--- config.mk ---
export PLATFORM = sky130hd
export DESIGN_NAME = chien_search_par
export DESIGN_NICKNAME = d
export VERILOG_FILES = /design/src/rtl/chien_search_par_pkg.sv /design/src/rtl/chien_search_par_gf_mul_const_m.sv /design/src/rtl/chien_search_par.sv
export SDC_FILE = /design/constraint.sdc
export NUM_CORES = 1
export LEC_CHECK = 0
export CAP_MARGIN = 20
export CELL_PAD_IN_SITES_DETAIL_PLACEMENT = 0
export CELL_PAD_IN_SITES_GLOBAL_PLACEMENT = 1
export CORE_UTILIZATION = 40
export CTS_CLUSTER_DIAMETER = 200
export DETAILED_ROUTE_END_ITERATION = 10
export PLACE_DENSITY_LB_ADDON = 0.1
export SETUP_SLACK_MARGIN = 0.4
export SYNTH_ARGS = -nofsm -noshare
export SYNTH_HDL_FRONTEND = slang
export SYNTH_HIERARCHICAL = 1
export SYNTH_SLANG_ARGS = --single-unit
--- constraint.sdc ---
create_clock -name clk -period 3.6 [get_ports clk]
set_input_delay 1.08 -clock clk [delete_from_list [all_inputs] [get_ports clk]]
set_output_delay 1.08 -clock clk [all_outputs]
set_load 0.1 [all_outputs]
--- src/rtl/chien_search_par_pkg.sv ---
// Shared definitions for the parallel Chien search.
// Contents:
//   state_t       - search controller states
//   N             - number of evaluation points for the default field (M=6)
//   gf_mul_const  - GF(2^m) multiply of a by c, reduced by poly (m <= 16)
//   gf_alpha_pow  - alpha^e in GF(2^m), used to elaborate constant multipliers
package chien_pkg;

  typedef enum logic [1:0] {
    ST_IDLE   = 2'd0,
    ST_SEARCH = 2'd1,
    ST_FINISH = 2'd2
  } state_t;

  localparam int M_DEF = 6;
  localparam int N     = (1 << M_DEF) - 1;

  // Shift-and-add multiply, MSB of c first. When c is an elaboration-time
  // constant this collapses to a fixed XOR network.
  function automatic logic [15:0] gf_mul_const(input logic [15:0] a,
                                               input logic [15:0] c,
                                               input int          m,
                                               input logic [16:0] poly);
    logic [16:0] acc;
    acc = '0;
    for (int i = 15; i >= 0; i--) begin
      if (i < m) begin
        acc = acc << 1;
        if (acc[m]) acc = acc ^ poly;
        if (c[i]) acc = acc ^ {1'b0, a};
      end
    end
    return acc[15:0];
  endfunction

  function automatic logic [15:0] gf_alpha_pow(input int          e,
                                               input int          m,
                                               input logic [16:0] poly);
    logic [15:0] r;
    int          ee;
    r  = 16'd1;
    ee = e % ((1 << m) - 1);
    for (int i = 0; i < ee; i++) r = gf_mul_const(r, 16'd2, m, poly);
    return r;
  endfunction

endpackage

--- src/rtl/chien_search_par_gf_mul_const_m.sv ---
// Combinational multiply of an M-bit field element by the constant alpha^E.
// Ports:
//   i_a - M-bit input element
//   o_y - i_a * alpha^E in GF(2^M) defined by PRIM_POLY
module gf_mul_const_m
  import chien_pkg::*;
#(
  parameter int         M         = 6,
  parameter logic [M:0] PRIM_POLY = 7'b1000011,
  parameter int         E         = 0
) (
  input  logic [M-1:0] i_a,
  output logic [M-1:0] o_y
);

  localparam logic [15:0] C = gf_alpha_pow(E, M, 17'(PRIM_POLY));

  assign o_y = M'(gf_mul_const(16'(i_a), C, M, 17'(PRIM_POLY)));

endmodule

--- src/rtl/chien_search_par.sv ---
// Parallel Chien search: evaluates the locator Lambda(x) at alpha^0..alpha^(N-1),
// PAR points per cycle, and reports roots, root count, degree and a fail flag.
// Ports:
//   clk, resetN    - clock, synchronous active-low reset
//   start          - rising edge requests a search (ignored while busy)
//   lambda         - T+1 coefficients, lambda_0 in the LSBs
//   busy           - search in progress
//   finishFlag     - results valid, held until the next accepted start
//   errorPosition  - bit k set iff Lambda(alpha^k) == 0; top bit always 0
//   errCount       - number of roots found (saturates at T)
//   degree         - index of the highest nonzero coefficient
//   fail           - errCount != degree, Lambda all zero, or root overflow
module chien_search_par
  import chien_pkg::*;
#(
  parameter int         M          = 6,
  parameter int         T          = 8,
  parameter logic [M:0] PRIM_POLY  = 7'b1000011,
  parameter int         PAR        = 1,
  parameter int         EARLY_STOP = 0
) (
  input  logic                   clk,
  input  logic                   resetN,
  input  logic                   start,
  input  logic [(T+1)*M-1:0]     lambda,
  output logic                   busy,
  output logic                   finishFlag,
  output logic [(1<<M)-1:0]      errorPosition,
  output logic [$clog2(T+1):0]   errCount,
  output logic [$clog2(T+1):0]   degree,
  output logic                   fail
);

  localparam int NPTS  = (1 << M) - 1;
  localparam int NSTEP = (NPTS + PAR - 1) / PAR;
  localparam int SW    = $clog2(NSTEP + 1);
  localparam int CW    = $clog2(T + 1) + 1;
  localparam logic [SW-1:0] LAST_STEP = SW'(NSTEP - 1);

  state_t          r_state, w_state_nxt;
  logic            r_start_d, r_armed;
  logic            r_busy, r_finish, r_fail, r_ovf, r_allzero;
  logic [NPTS:0]   r_errpos, w_pos_nxt;
  logic [CW-1:0]   r_errcnt, w_cnt_nxt, r_degree, w_deg_in;
  logic            w_ovf_nxt, w_lam_zero, w_start_edge;
  logic [SW-1:0]   r_step;
  logic [M-1:0]    r_lam   [T+1];
  logic [M-1:0]    w_upd   [T+1];
  logic [M-1:0]    w_term  [PAR][T+1];
  logic [M-1:0]    w_v     [PAR];

  // r_armed blocks a start that was already high when reset was released.
  assign w_start_edge = start & ~r_start_d & r_armed;

  always_comb begin
    w_deg_in   = '0;
    w_lam_zero = 1'b1;
    for (int j = 0; j <= T; j++) begin
      if (lambda[j*M +: M] != '0) begin
        w_deg_in   = CW'(j);
        w_lam_zero = 1'b0;
      end
    end
  end

  // Evaluation taps: lambda_j * alpha^(j*p) for each parallel point p,
  // plus per-coefficient step update by alpha^(j*PAR).
  for (genvar p = 0; p < PAR; p++) begin : g_par
    for (genvar j = 0; j <= T; j++) begin : g_tap
      gf_mul_const_m #(.M(M), .PRIM_POLY(PRIM_POLY), .E(j*p)) u_mul (
        .i_a (r_lam[j]),
        .o_y (w_term[p][j])
      );
    end
  end

  for (genvar j = 0; j <= T; j++) begin : g_upd
    gf_mul_const_m #(.M(M), .PRIM_POLY(PRIM_POLY), .E(j*PAR)) u_mul (
      .i_a (r_lam[j]),
      .o_y (w_upd[j])
    );
  end

  always_comb begin
    for (int p = 0; p < PAR; p++) begin
      w_v[p] = '0;
      for (int j = 0; j <= T; j++) w_v[p] = w_v[p] ^ w_term[p][j];
    end
  end

  // Accumulate this cycle's roots; points past N-1 in the last step are masked.
  always_comb begin : p_count
    int k;
    k         = 0;
    w_pos_nxt = r_errpos;
    w_cnt_nxt = r_errcnt;
    w_ovf_nxt = r_ovf;
    for (int p = 0; p < PAR; p++) begin
      k = int'(r_step) * PAR + p;
      if (k < NPTS && w_v[p] == '0) begin
        w_pos_nxt[k] = 1'b1;
        if (w_cnt_nxt == CW'(T)) w_ovf_nxt = 1'b1;
        else                     w_cnt_nxt = w_cnt_nxt + 1'b1;
      end
    end
  end

  always_comb begin
    w_state_nxt = r_state;
    case (r_state)
      ST_IDLE:   if (w_start_edge) w_state_nxt = w_lam_zero ? ST_FINISH : ST_SEARCH;
      ST_SEARCH: if (r_step == LAST_STEP ||
                     (EARLY_STOP != 0 && w_cnt_nxt == r_degree && r_degree != '0))
                   w_state_nxt = ST_FINISH;
      ST_FINISH: w_state_nxt = ST_IDLE;
      default:   w_state_nxt = ST_IDLE;
    endcase
  end

  always_ff @(posedge clk) begin
    if (!resetN) begin
      r_state   <= ST_IDLE;
      r_start_d <= 1'b0;
      r_armed   <= ~start;
      r_busy    <= 1'b0;
      r_finish  <= 1'b0;
      r_fail    <= 1'b0;
      r_ovf     <= 1'b0;
      r_allzero <= 1'b0;
      r_errpos  <= '0;
      r_errcnt  <= '0;
      r_degree  <= '0;
      r_step    <= '0;
    end else begin
      r_state   <= w_state_nxt;
      r_start_d <= start;
      if (!start) r_armed <= 1'b1;
      case (r_state)
        ST_IDLE: if (w_start_edge) begin
          r_degree  <= w_deg_in;
          r_allzero <= w_lam_zero;
          r_errpos  <= '0;
          r_errcnt  <= '0;
          r_ovf     <= 1'b0;
          r_finish  <= 1'b0;
          r_fail    <= 1'b0;
          r_step    <= '0;
          r_busy    <= 1'b1;
        end
        ST_SEARCH: begin
          r_errpos <= w_pos_nxt;
          r_errcnt <= w_cnt_nxt;
          r_ovf    <= w_ovf_nxt;
          r_step   <= r_step + 1'b1;
        end
        ST_FINISH: begin
          r_fail   <= (r_errcnt != r_degree) | r_allzero | r_ovf;
          r_finish <= 1'b1;
          r_busy   <= 1'b0;
        end
        default: ;
      endcase
    end
  end

  // Coefficient registers carry data only and need no reset.
  always_ff @(posedge clk) begin
    if (r_state == ST_IDLE && w_start_edge) begin
      for (int j = 0; j <= T; j++) r_lam[j] <= lambda[j*M +: M];
    end else if (r_state == ST_SEARCH) begin
      for (int j = 0; j <= T; j++) r_lam[j] <= w_upd[j];
    end
  end

  assign busy          = r_busy;
  assign finishFlag    = r_finish;
  assign errorPosition = r_errpos;
  assign errCount      = r_errcnt;
  assign degree        = r_degree;
  assign fail          = r_fail;

endmodule

==> flow_summary.ini <==
[outcome]
result_of_the_run = finished, final reports clean

[synthesis]
synth_top_area_share_pct = 24.2
muxShareOfSynthArea_pct = 0
synthAdderAreaFrac_pct = 0.695
postSynth.topFlopCell = sky130_fd_sc_hd__dfxtp_1
synth_seq_area_share_pct = 47.1
synth_top_cell_by_area = sky130_fd_sc_hd__dfxtp_1
ys_async_sr_fraction_pct = 0
synth_nets = 859
synth_compound_area_share_pct = 9.85
synthCells = 798
synth-seq-cells = 142
synth_area_leaders = sky130_fd_sc_hd__dfxtp_1, sky130_fd_sc_hd__edfxtp_1, sky130_fd_sc_hd__nand2_1
simple_gate_share_of_the_synthesized_area_pct = 20.3
synth_top_family_by_area = simple AND/OR/NAND/NOR gates
synth_cell_type_count = 47
synth-edff-count = 55
synth_warnings = 6
avgSynthCellArea_sq_um = 9.02
synthesis.area_sq_um = 7200
post_synth_xor_area_fraction_pct = 11.5

[clock_network]
post_cts_buffers = 0
ctsRootBufferMaster = sky130_fd_sc_hd__clkbuf_16
later_pin_clock_latency_in_the_skew_report_ns = 0.42
cts_resizes = 0
cts_tree = yes
htree_num_levels = 4
max-clock-path-buffers = 2
cts_made_buffers = 17
cts_hold_repair.buffers = 0
clk_transition_reported_paths_ns = 0.06
cts_sinks = 142

[drt]
detail-route-antenna-nets = 0
detail_route.vias_per_cell = 5.10
post-route-drc-count = 0
routed-via-count = 5514
firstDrtPassIters = 4
routedWlPerCell_microns = 16.9
postRouteWirelength_microns = 18300
drt-initial-drc-count = 359

[sta]
layout_worst_path_cycle_share_pct = 77.4
final_period_minus_worst_setup_slack_ns = 2.79
final.hold.worst_slack_ns = 0.454
finalClockSkew_ns = 0.0120
tightest_slew_ns = 0.683
final-hold-violation-count = 0
max_freq_mhz = 359
final.setup.tns_ns = 0
setup_viol_count_final = 0
grt_setup_unrepaired = no
final_max_slew_viol_count = 0
slew_limit_headroom_pct = 54.5

[floorplanning]
chipWidth_microns = 136
ios = 134
floorplan.initialDensity_pct = 41.3
die-area_sq_um = 18500
coreArea_sq_um = 17400
core.rowCount = 48
fp.dieH_microns = 136

[global_route]
overall_overflow_remaining_after_global_route = 0
grt_util_met2_pct = 34.5
global_route.usage.met1_pct = 24.4
grt_antenna_before_repair = 0
grt.met3_usage_pct = 6.90
largest_net_degree_at_the_start_of_global_routing = 65
wire_length_of_the_first_global_routing_pass_microns = 28400
grt_most_used_layer = met2
first_global_vias = 5393
grt_use_total_pct = 20.4

[placed_design]
gp_congestion = 0.792
port-buffer-count = 132
placement.cell_area_sq_um = 8010
detailedPlacementHpwl_microns = 12700
place_inst = 1049

[critical_path]
crit_chain = clkdlybuf4s50_1, or4_1, nor3_1, nor2b_1, nand4_1, o22ai_1, nor3b_1
worst_path_dominant_cell_family = simple AND/OR/NAND/NOR gates
cp_slowest_cell = sky130_fd_sc_hd__or4_1
critPathArrivalTime_ns = 3.12
regToRegSetupSlack_ns = 0.89
cp-end-kind = register
buf_inv_stages_crit_path = 1
cpPeakStageDelay_ns = 0.53
worstSetupStartpointType = input port
worst-path-max-fanout = 3
worstSetupPathType = in -> reg
worstPathRequired_ns = 3.94

[power_and_ir_drop]
clock_power_share_pct = 40.0
cellLeakagePower_uw = 0.00345
p_int_uw = 3140
powerDensity_nw_per_um2 = 516
fraction_of_power_spent_switching_nets_pct = 29.3
worst_supply_voltage_drop_on_vdd_mv = 0.318
p_sw_uw = 1300
combinational_group_share_of_total_power_pct = 18.0
p_seq_share_pct = 42.1

[cells_and_area]
drive_gt1_share_pct = 14.7
syn_to_final_growth_pct = 19.5
layout.nets = 904
layout.cells.non_filler = 1081
num-fill-cells = 1664
fin_area_sq_um = 8600
postLayoutCoreUtil_pct = 49.4
antenna_cells = 0

[flow_run]
max-cap-violations = 0

[min_path]
hp-class = reg -> reg
## metrics by stage
step	power (uW)	setup slack [ns]
after floorplan	2570	0.428
after CTS	4480	0.818
final	4440	0.815
after global routing	4610	0.739
after global placement	2690	0.417
after detailed placement	2700	0.366
## power by group through the flow
stage	combinational, uW	clock, uW	sequential, uW
2_1_floorplan	686	0	1890
3_3_place_gp	794	0	1900
3_5_place_dp	803	0	1900
4_1_cts	807	1800	1870
5_1_grt	866	1870	1880
6_report	797	1770	1870
## cells by family (layout without fill, tap and decap cells)
logic type,count (synthesis),in the layout
DFF,142,142
buffers and inverters,125,183
AOI/OAI and AO/OA,101,101
xor gates and xnor gates,80,80
adders and majority gates,4,4
other,1,1
and+or+nand+nor,345,345
## per-layer routing
metal	vias to the layer above	part of all wire, %
met5	-	0
met4	0	1.2
met3	17	7.6
met2	154	49
met1	2623	42
li1	2720	-
## sequential cells by signal (all words and copies together), names as in the netlist, 2 cells and up
register / flops
errorPosition: 64
r_lam: 54
r_step: 6
errCount: 5
degree: 4
r_state: 2
## cell usage after synthesis, types with 2 or more instances
cell type	instances
sky130_fd_sc_hd__nor4bb_1	2
sky130_fd_sc_hd__nor2_1	23
sky130_fd_sc_hd__o211ai_1	5
sky130_fd_sc_hd__o21bai_1	2
sky130_fd_sc_hd__a21oi_1	8
sky130_fd_sc_hd__buf_1	5
sky130_fd_sc_hd__o2111ai_1	3
sky130_fd_sc_hd__nand4_1	4
sky130_fd_sc_hd__xnor3_1	5
sky130_fd_sc_hd__nor4_1	11
sky130_fd_sc_hd__o31ai_1	59
sky130_fd_sc_hd__a41oi_1	2
sky130_fd_sc_hd__inv_1	7
sky130_fd_sc_hd__a31oi_1	6
sky130_fd_sc_hd__clkbuf_1	34
sky130_fd_sc_hd__or4_1	4
sky130_fd_sc_hd__nand4b_1	2
sky130_fd_sc_hd__buf_4	76
sky130_fd_sc_hd__xnor2_1	30
sky130_fd_sc_hd__o21ai_0	12
sky130_fd_sc_hd__nor3b_1	4
sky130_fd_sc_hd__or3_1	3
sky130_fd_sc_hd__xor3_1	3
sky130_fd_sc_hd__ha_1	4
sky130_fd_sc_hd__nand2_1	258
sky130_fd_sc_hd__nand3_1	16
sky130_fd_sc_hd__nand2b_1	3
sky130_fd_sc_hd__xor2_1	41
sky130_fd_sc_hd__dfxtp_1	87
sky130_fd_sc_hd__edfxtp_1	55
sky130_fd_sc_hd__nor3_1	8
## layout make-up
cell class | instances | area (sq um) | share of cell area [%]
multi-input cells | 531 | 3070 | 35.7
well taps | 225 | 282 | 3.27
repair buffers | 142 | 1230 | 14.3
clock buffers | 18 | 450 | 5.24
flip-flops and latches | 142 | 3390 | 39.4
clock inverters | 14 | 143 | 1.66
inverters | 9 | 33.8 | 0.393
## path summary, 6_finish.rpt
| kind | end | start | cells past startpoint |
|---|---|---|---|
| setup / recovery | r_state[1] | lambda[15] | 7 |
| hold / removal | errorPosition[57] | errorPosition[57] | 2 |
| setup reg to reg | errorPosition[59] | r_lam[0][43] | 7 |
| hold reg to reg | errorPosition[57] | errorPosition[57] | 2 |
## placed cells by master, fill, tap and decap left out, types with 6 or more instances in the layout
master / netlist / final
sky130_fd_sc_hd__buf_4: 76 / 84
sky130_fd_sc_hd__clkdlybuf4s50_1: 0 / 56
sky130_fd_sc_hd__nand2_1: 258 / 258
sky130_fd_sc_hd__xor2_1: 41 / 41
sky130_fd_sc_hd__inv_6: 0 / 7
sky130_fd_sc_hd__dfxtp_1: 87 / 87
sky130_fd_sc_hd__inv_1: 7 / 6
sky130_fd_sc_hd__a21oi_1: 8 / 8
sky130_fd_sc_hd__a31oi_1: 6 / 6
sky130_fd_sc_hd__nand3_1: 16 / 16
sky130_fd_sc_hd__o31ai_1: 59 / 59
sky130_fd_sc_hd__nor3_1: 8 / 8
sky130_fd_sc_hd__nor4_1: 11 / 11
sky130_fd_sc_hd__nor2_1: 23 / 21
sky130_fd_sc_hd__xnor2_1: 30 / 30
sky130_fd_sc_hd__o21ai_0: 12 / 12
sky130_fd_sc_hd__edfxtp_1: 55 / 55
sky130_fd_sc_hd__clkbuf_16: 0 / 18
## worst register-to-register path: stages, from the launching register on
cell and delay (ns):
sky130_fd_sc_hd__edfxtp_1 0.44, sky130_fd_sc_hd__xnor2_1 0.33, sky130_fd_sc_hd__xnor3_2 0.44, sky130_fd_sc_hd__xnor2_1 0.17, sky130_fd_sc_hd__nor3_2 0.46, sky130_fd_sc_hd__nand2_2 0.08
sky130_fd_sc_hd__buf_4 0.32, sky130_fd_sc_hd__o31ai_1 0.37
No activity file was read; power rests on OpenSTA's default activity.
